`src/rtl/uart_pkg.sv`:
```
// Shared types and sizing helpers for the oversampled UART receiver.
package uart_pkg;

    typedef enum logic [2:0] {
        IDLE,
        START,
        DATA,
        PARITY,
        STOP,
        BREAK
    } rx_state_e;

    localparam int SYNC_DEPTH = 2;
    localparam int MIN_CNT_W  = 1;

    // Rounded integer divide so the tick period lands on the nearest whole clock count.
    function automatic int calc_div(input int clk_hz, input int baud, input int oversample);
        return (clk_hz + (baud * oversample) / 2) / (baud * oversample);
    endfunction

    function automatic int cnt_w(input int n);
        return (n > 1) ? $clog2(n) : MIN_CNT_W;
    endfunction

endpackage

```
`src/rtl/uart_baud_tick.sv`:
```
// Free-running prescaler producing a one-clock tick every DIV clocks.
module uart_baud_tick
    import uart_pkg::*;
#(
    parameter int DIV = 22
) (
    input  logic clk,
    input  logic rst,
    output logic tick_en
);

    localparam int CNT_W = cnt_w(DIV);
    localparam logic [CNT_W-1:0] LAST = CNT_W'(DIV - 1);

    logic [CNT_W-1:0] cnt;

    always_ff @(posedge clk) begin
        if (rst) begin
            cnt <= '0;
        end else if (cnt == LAST) begin
            cnt <= '0;
        end else begin
            cnt <= cnt + CNT_W'(1);
        end
    end

    assign tick_en = (cnt == LAST);

endmodule

```
`src/rtl/uart_rx_oversampled.sv`:
```
// 8N1 UART receiver, 16x oversampled with 3-sample majority vote and valid/ready output.
// Define UART_RX_PARITY_EN to add an even-parity bit and the parity_err_o port.
module uart_rx_oversampled
    import uart_pkg::*;
#(
    parameter int CLK_HZ     = 40_500_000,
    parameter int BAUD       = 115_200,
    parameter int OVERSAMPLE = 16,
    parameter int DATA_W     = 8
) (
    input  logic              clk_i,
    input  logic              rst_i,
    input  logic              rxd_i,
    output logic [DATA_W-1:0] data_o,
    output logic              valid_o,
    input  logic              ready_i,
    output logic              frame_err_o,
`ifdef UART_RX_PARITY_EN
    output logic              parity_err_o,
`endif
    output logic              overrun_o
);

    localparam int DIV   = calc_div(CLK_HZ, BAUD, OVERSAMPLE);
    localparam int OS_W  = $clog2(OVERSAMPLE);
    localparam int BIT_W = cnt_w(DATA_W);
    localparam logic [OS_W-1:0]  SMP_A    = OS_W'(OVERSAMPLE / 2 - 1);
    localparam logic [OS_W-1:0]  SMP_B    = OS_W'(OVERSAMPLE / 2);
    localparam logic [OS_W-1:0]  SMP_C    = OS_W'(OVERSAMPLE / 2 + 1);
    localparam logic [BIT_W-1:0] BIT_LAST = BIT_W'(DATA_W - 1);

    logic              rxd_p0, rxd_p1, rxd_s;
    logic              tick_en, mid_tick, vote;
    logic              smp_a, smp_b;
    logic [OS_W-1:0]   s_cnt;
    logic [BIT_W-1:0]  bit_cnt;
    logic [DATA_W-1:0] shreg;
    rx_state_e         state, state_nx;
    logic              done_p0, done_nx, ferr_nx;
`ifdef UART_RX_PARITY_EN
    logic              par_bad, perr_nx;
`endif

    // Stage 0/1: two-flop synchroniser, idles high
    always_ff @(posedge clk_i) begin
        if (rst_i) begin
            rxd_p0 <= 1'b1;
            rxd_p1 <= 1'b1;
        end else begin
            rxd_p0 <= rxd_i;
            rxd_p1 <= rxd_p0;
        end
    end
    assign rxd_s = rxd_p1;

    uart_baud_tick #(.DIV(DIV)) u_tick (
        .clk     (clk_i),
        .rst     (rst_i),
        .tick_en (tick_en)
    );

    // Third vote sample is taken live, so the decision lands on the SMP_C tick.
    assign mid_tick = tick_en && (s_cnt == SMP_C);
    assign vote     = (smp_a & smp_b) | (smp_a & rxd_s) | (smp_b & rxd_s);

    always_comb begin
        state_nx = state;
        done_nx  = 1'b0;
        ferr_nx  = 1'b0;
`ifdef UART_RX_PARITY_EN
        perr_nx  = 1'b0;
`endif
        case (state)
            IDLE:  if (tick_en && !rxd_s) state_nx = START;
            START: if (mid_tick) state_nx = vote ? IDLE : DATA;
            DATA: begin
                if (mid_tick && (bit_cnt == BIT_LAST)) begin
`ifdef UART_RX_PARITY_EN
                    state_nx = PARITY;
`else
                    state_nx = STOP;
`endif
                end
            end
`ifdef UART_RX_PARITY_EN
            PARITY: begin
                if (mid_tick) begin
                    state_nx = STOP;
                    perr_nx  = (vote != (^shreg));
                end
            end
`endif
            STOP: begin
                if (mid_tick) begin
                    if (vote) begin
                        state_nx = IDLE;
`ifdef UART_RX_PARITY_EN
                        done_nx  = !par_bad;
`else
                        done_nx  = 1'b1;
`endif
                    end else begin
                        state_nx = BREAK;
                        ferr_nx  = 1'b1;
                    end
                end
            end
            BREAK:   if (tick_en && rxd_s) state_nx = IDLE;
            default: state_nx = IDLE;
        endcase
    end

    always_ff @(posedge clk_i) begin
        if (rst_i) begin
            state       <= IDLE;
            done_p0     <= 1'b0;
            frame_err_o <= 1'b0;
            s_cnt       <= '0;
            bit_cnt     <= '0;
        end else begin
            state       <= state_nx;
            done_p0     <= done_nx;
            frame_err_o <= ferr_nx;
            if (state == IDLE || state == BREAK) begin
                s_cnt <= '0;
            end else if (tick_en) begin
                s_cnt <= s_cnt + OS_W'(1);
            end
            if (state == START) begin
                bit_cnt <= '0;
            end else if (state == DATA && mid_tick) begin
                bit_cnt <= bit_cnt + BIT_W'(1);
            end
        end
    end

`ifdef UART_RX_PARITY_EN
    always_ff @(posedge clk_i) begin
        if (rst_i) begin
            par_bad      <= 1'b0;
            parity_err_o <= 1'b0;
        end else begin
            parity_err_o <= perr_nx;
            if (state == IDLE)  par_bad <= 1'b0;
            else if (perr_nx)   par_bad <= 1'b1;
        end
    end
`endif

    always_ff @(posedge clk_i) begin
        if (tick_en && s_cnt == SMP_A) smp_a <= rxd_s;
        if (tick_en && s_cnt == SMP_B) smp_b <= rxd_s;
        if (state == DATA && mid_tick) shreg <= {vote, shreg[DATA_W-1:1]};
    end

    // Stage 2: output register; a completion with a full, unaccepted output is dropped
    always_ff @(posedge clk_i) begin
        if (rst_i) begin
            data_o    <= '0;
            valid_o   <= 1'b0;
            overrun_o <= 1'b0;
        end else begin
            overrun_o <= 1'b0;
            if (done_p0) begin
                if (!valid_o || ready_i) begin
                    data_o  <= shreg;
                    valid_o <= 1'b1;
                end else begin
                    overrun_o <= 1'b1;
                end
            end else if (valid_o && ready_i) begin
                valid_o <= 1'b0;
            end
        end
    end

endmodule
```
`config.mk`:
```
export PLATFORM = sky130hd
export DESIGN_NAME = uart_rx_oversampled
export DESIGN_NICKNAME = d
export VERILOG_FILES = /design/src/rtl/uart_pkg.sv /design/src/rtl/uart_baud_tick.sv /design/src/rtl/uart_rx_oversampled.sv
export SDC_FILE = /design/constraint.sdc
export NUM_CORES = 1
export LEC_CHECK = 0
export BUFFER_PORTS_ARGS = -buffer_cell sky130_fd_sc_hd__buf_2
export CORE_MARGIN = 1
export CORE_UTILIZATION = 57
export CTS_CLUSTER_SIZE = 30
export DETAILED_ROUTE_END_ITERATION = 12
export PLACE_DENSITY = 0.89
export SYNTH_ARGS = -nofsm -noshare
export SYNTH_HDL_FRONTEND = slang
export SYNTH_SLANG_ARGS = --single-unit
```
`constraint.sdc`:
```
create_clock -name clk_i -period 2.2 [get_ports clk_i]
set_input_delay 0.11 -clock clk_i [delete_from_list [all_inputs] [get_ports clk_i]]
set_output_delay 0.11 -clock clk_i [all_outputs]
set_load 0.02 [all_outputs]
```
==> reports/metrics.yaml <==
worstMarginPinSlew_ns: 0.5380
first_global_vias: 1130
setup_viol_count_final: 0
reg2reg_slack_ns: 0.46
start_kind: "flop"
whs_ns: 0.1305
via_count: 1165
critPathLaunch: "u_tick.cnt[0]"
pin_count: 15
rsz0062_at_grt: "false"
instances_no_fill: 205
final_antenna_net_count: 0
syn-num-nets: 166
cpMaxStageDelayCell: "dfxtp_1"
max_stage_delay_ns: 0.41
power_density_nw_per_um2: 688.0
cts_tree: "done"
cts_made_buffers: 5
synth_area_um2: 1650
routabilityCongestion: 0.8534
pre_cts_slack_ns: 0.4774
layout_setup_ws_ns: 0.4599
critPathTopFamily: "simple AND/OR/NAND/NOR gates"
dp_cells: 195
run_status: "complete, no violations"
drive_gt1_share_pct: 16.67
timing.rr.start: "u_tick.cnt[0]"
setup_tns_ns: 0
cts_buffer_depth: 2
clkLatencyLatePin_ns: 0.36
seq_area_frac_synth_pct: 53.37
start_util_pct: 59.85
avgSynthCellArea_um2: 10.65
first_iter_violations: 39
routed_wl_mm: 2.794
clock.fmax_ghz: 0.5747
diodes: 0
final_util_pct: 66.61
syn_inst: 155
gr-total-overflow: 0
period_needed_ns: 1.740
layout_common_cells: "dfxtp_1 (29), nor2_1 (24), buf_2 (14)"
die-area_um2: 3115
path_cells: "ha_1, nand4b_4, nor4b_4, buf_4, mux2i_1, nor2_1"
grtUsageTotal_pct: 20.02
ys_ff_latch: 39
cts_sinks: 39
fin_crit_sh_pct: 79.09
clockRootBuffer: "clkbuf_4"
ys_warn_count: 0
firstDrtPassIters: 4
io_buffers: 14
crit_path_end_kind: "flop"
worstPathArrival_ns: 1.99
nets: 184
crit_cells: 6
path_buf_inv: 1
syn_to_final_growth_pct: 11.30
ir_worst_vdd_v: 0.0006545
route.detailed.drc: 0
hold_class: "primary input to flop"
fin_skew_ns: 0.009843
path_class: "flop to flop"
cts_max_level: 2
dieWidth_um: 55.81
relSlewSlack_pct: 64.13
cellLeakagePower_nw: 0.7804
synthDistinctLibCells: 38
grt_max_degree: 23
die_y_um: 55.81
drv_cap: 0
cts.clk_slew.worst_paths_ns: 0.12
cp.required_ns: 2.45
coreArea_um2: 2758
grt_antenna_before_repair: 0
crit_end: "bit_cnt[2]"
hold_viol_final: 0
fill_cells: 209
crit_fanout: 11
avgViaCountPerCell: 5.683
grt_pass1_wl_mm: 4.761
r2r-end: "bit_cnt[2]"
slew_violations: 0
hpwlAfterDp_mm: 1.945
reg2reg_depth: 6
layout_commonest_cell: "dfxtp_1"
wl_per_cell_um: 13.63
rows: 19
-- power breakdown --
part	total, mW	internal, mW	leakage [nW]	switching, mW
sequential	0.745	0.738	0.314	0.00741
combinational	0.0310	0.0134	0.421	0.0175
clock	0.487	0.239	0.0452	0.248
total	1.26	0.990	0.780	0.273
-- registers in the layout, summed over array words and instances, names as in the netlist --
signal	cells
done_p0	1
rxd_p1	1
overrun_o	1
bit_cnt	3
valid_o	1
smp_b	1
u_tick.cnt	5
shreg	8
smp_a	1
frame_err_o	1
state	3
rxd_p0	1
s_cnt	4
data_o	8
-- worst min-delay path by stage --
| stage | start | slack [ns] | cells past startpoint | to |
|---|---|---|---|---|
| finish | rst_i | 0.13 | 2 | data_o[6] |
| global route | rst_i | 0.15 | 2 | data_o[6] |
| CTS | rst_i | 0.13 | 2 | data_o[6] |
| detailed placement | rxd_i | 0.30 | 2 | rxd_p0 |
| global placement | rxd_i | 0.29 | 2 | rxd_p0 |
| floorplan | ready_i | 0.19 | 1 | overrun_o |
-- repair_timing --
| action | 4_1_cts | 5_1_grt |
|---|---|---|
| hold endpoints to repair | 2 | 0 |
| hold buffers | 2 | 0 |
| resized for setup | 0 | 0 |
| buffers inserted | 0 | 0 |
-- metal layers --
metal	track usage, %	part of all wire (%)
met1	21.24	40
met2	36.14	53
met3	6.279	4.8
met4	9.059	1.9
met5	0	0
-- kinds of logic after synthesis --
logic type | after synthesis | share of synthesized area [%]
buffers and inverters | 12 | 3.260
DFF | 39 | 53.37
muxes | 12 | 7.279
adders and majority gates | 8 | 5.913
and+or+nand+nor | 60 | 19.86
AOI/OAI and AO/OA | 18 | 7.127
xor gates and xnor gates | 6 | 3.184
-- synthesized netlist by cell type, drive strengths merged --
cell type	number	area [um^2]
buf	5	27.53
a22oi	2	15.01
a21o	1	7.510
nand3b	1	7.510
ha	7	87.58
and2	1	6.260
a31oi	1	6.260
nand3	3	15.01
inv	6	22.52
nor4	3	18.77
nand2	11	41.29
or2	2	12.51
and4b	1	11.26
nor2	24	90.09
nand4	1	6.260
o21bai	3	22.52
mux2i	12	120.1
a21oi	4	20.02
edfxtp	10	300.3
and3	1	6.260
xnor2	2	17.52
nor3b	2	15.01
clkbuf	1	3.750
nor2b	1	6.260
nor3	3	15.01
o221ai	1	8.760
o21ai	5	28.78
maj3	1	10.01
nand2b	2	12.51
or2b	1	7.510
dfxtp	29	580.6
a41oi	1	8.760
xor2	4	35.03
nand4b	1	23.77
nor4b	2	32.53
-- final cells by class --
cell class / instances / area (um^2) / area share (%)
sequential: 39 / 880.8 / 47.96
multi-input combinational: 104 / 715.7 / 38.96
timing repair buffer: 17 / 97.59 / 5.313
clock inverter: 3 / 43.79 / 2.384
tap: 31 / 38.79 / 2.112
clock buffer: 5 / 37.54 / 2.044
inverter: 6 / 22.52 / 1.226
-- through the flow --
step | total power, mW | cell area (um^2)
6_report | 1.264 | 1837
5_1_grt | 1.298 | 1837
4_1_cts | 1.275 | 1837
3_5_place_dp | 0.7900 | 1735
3_3_place_gp | 0.7862 | 1735
2_1_floorplan | 0.7798 | 1650
No activity file was read; power rests on OpenSTA's default activity.
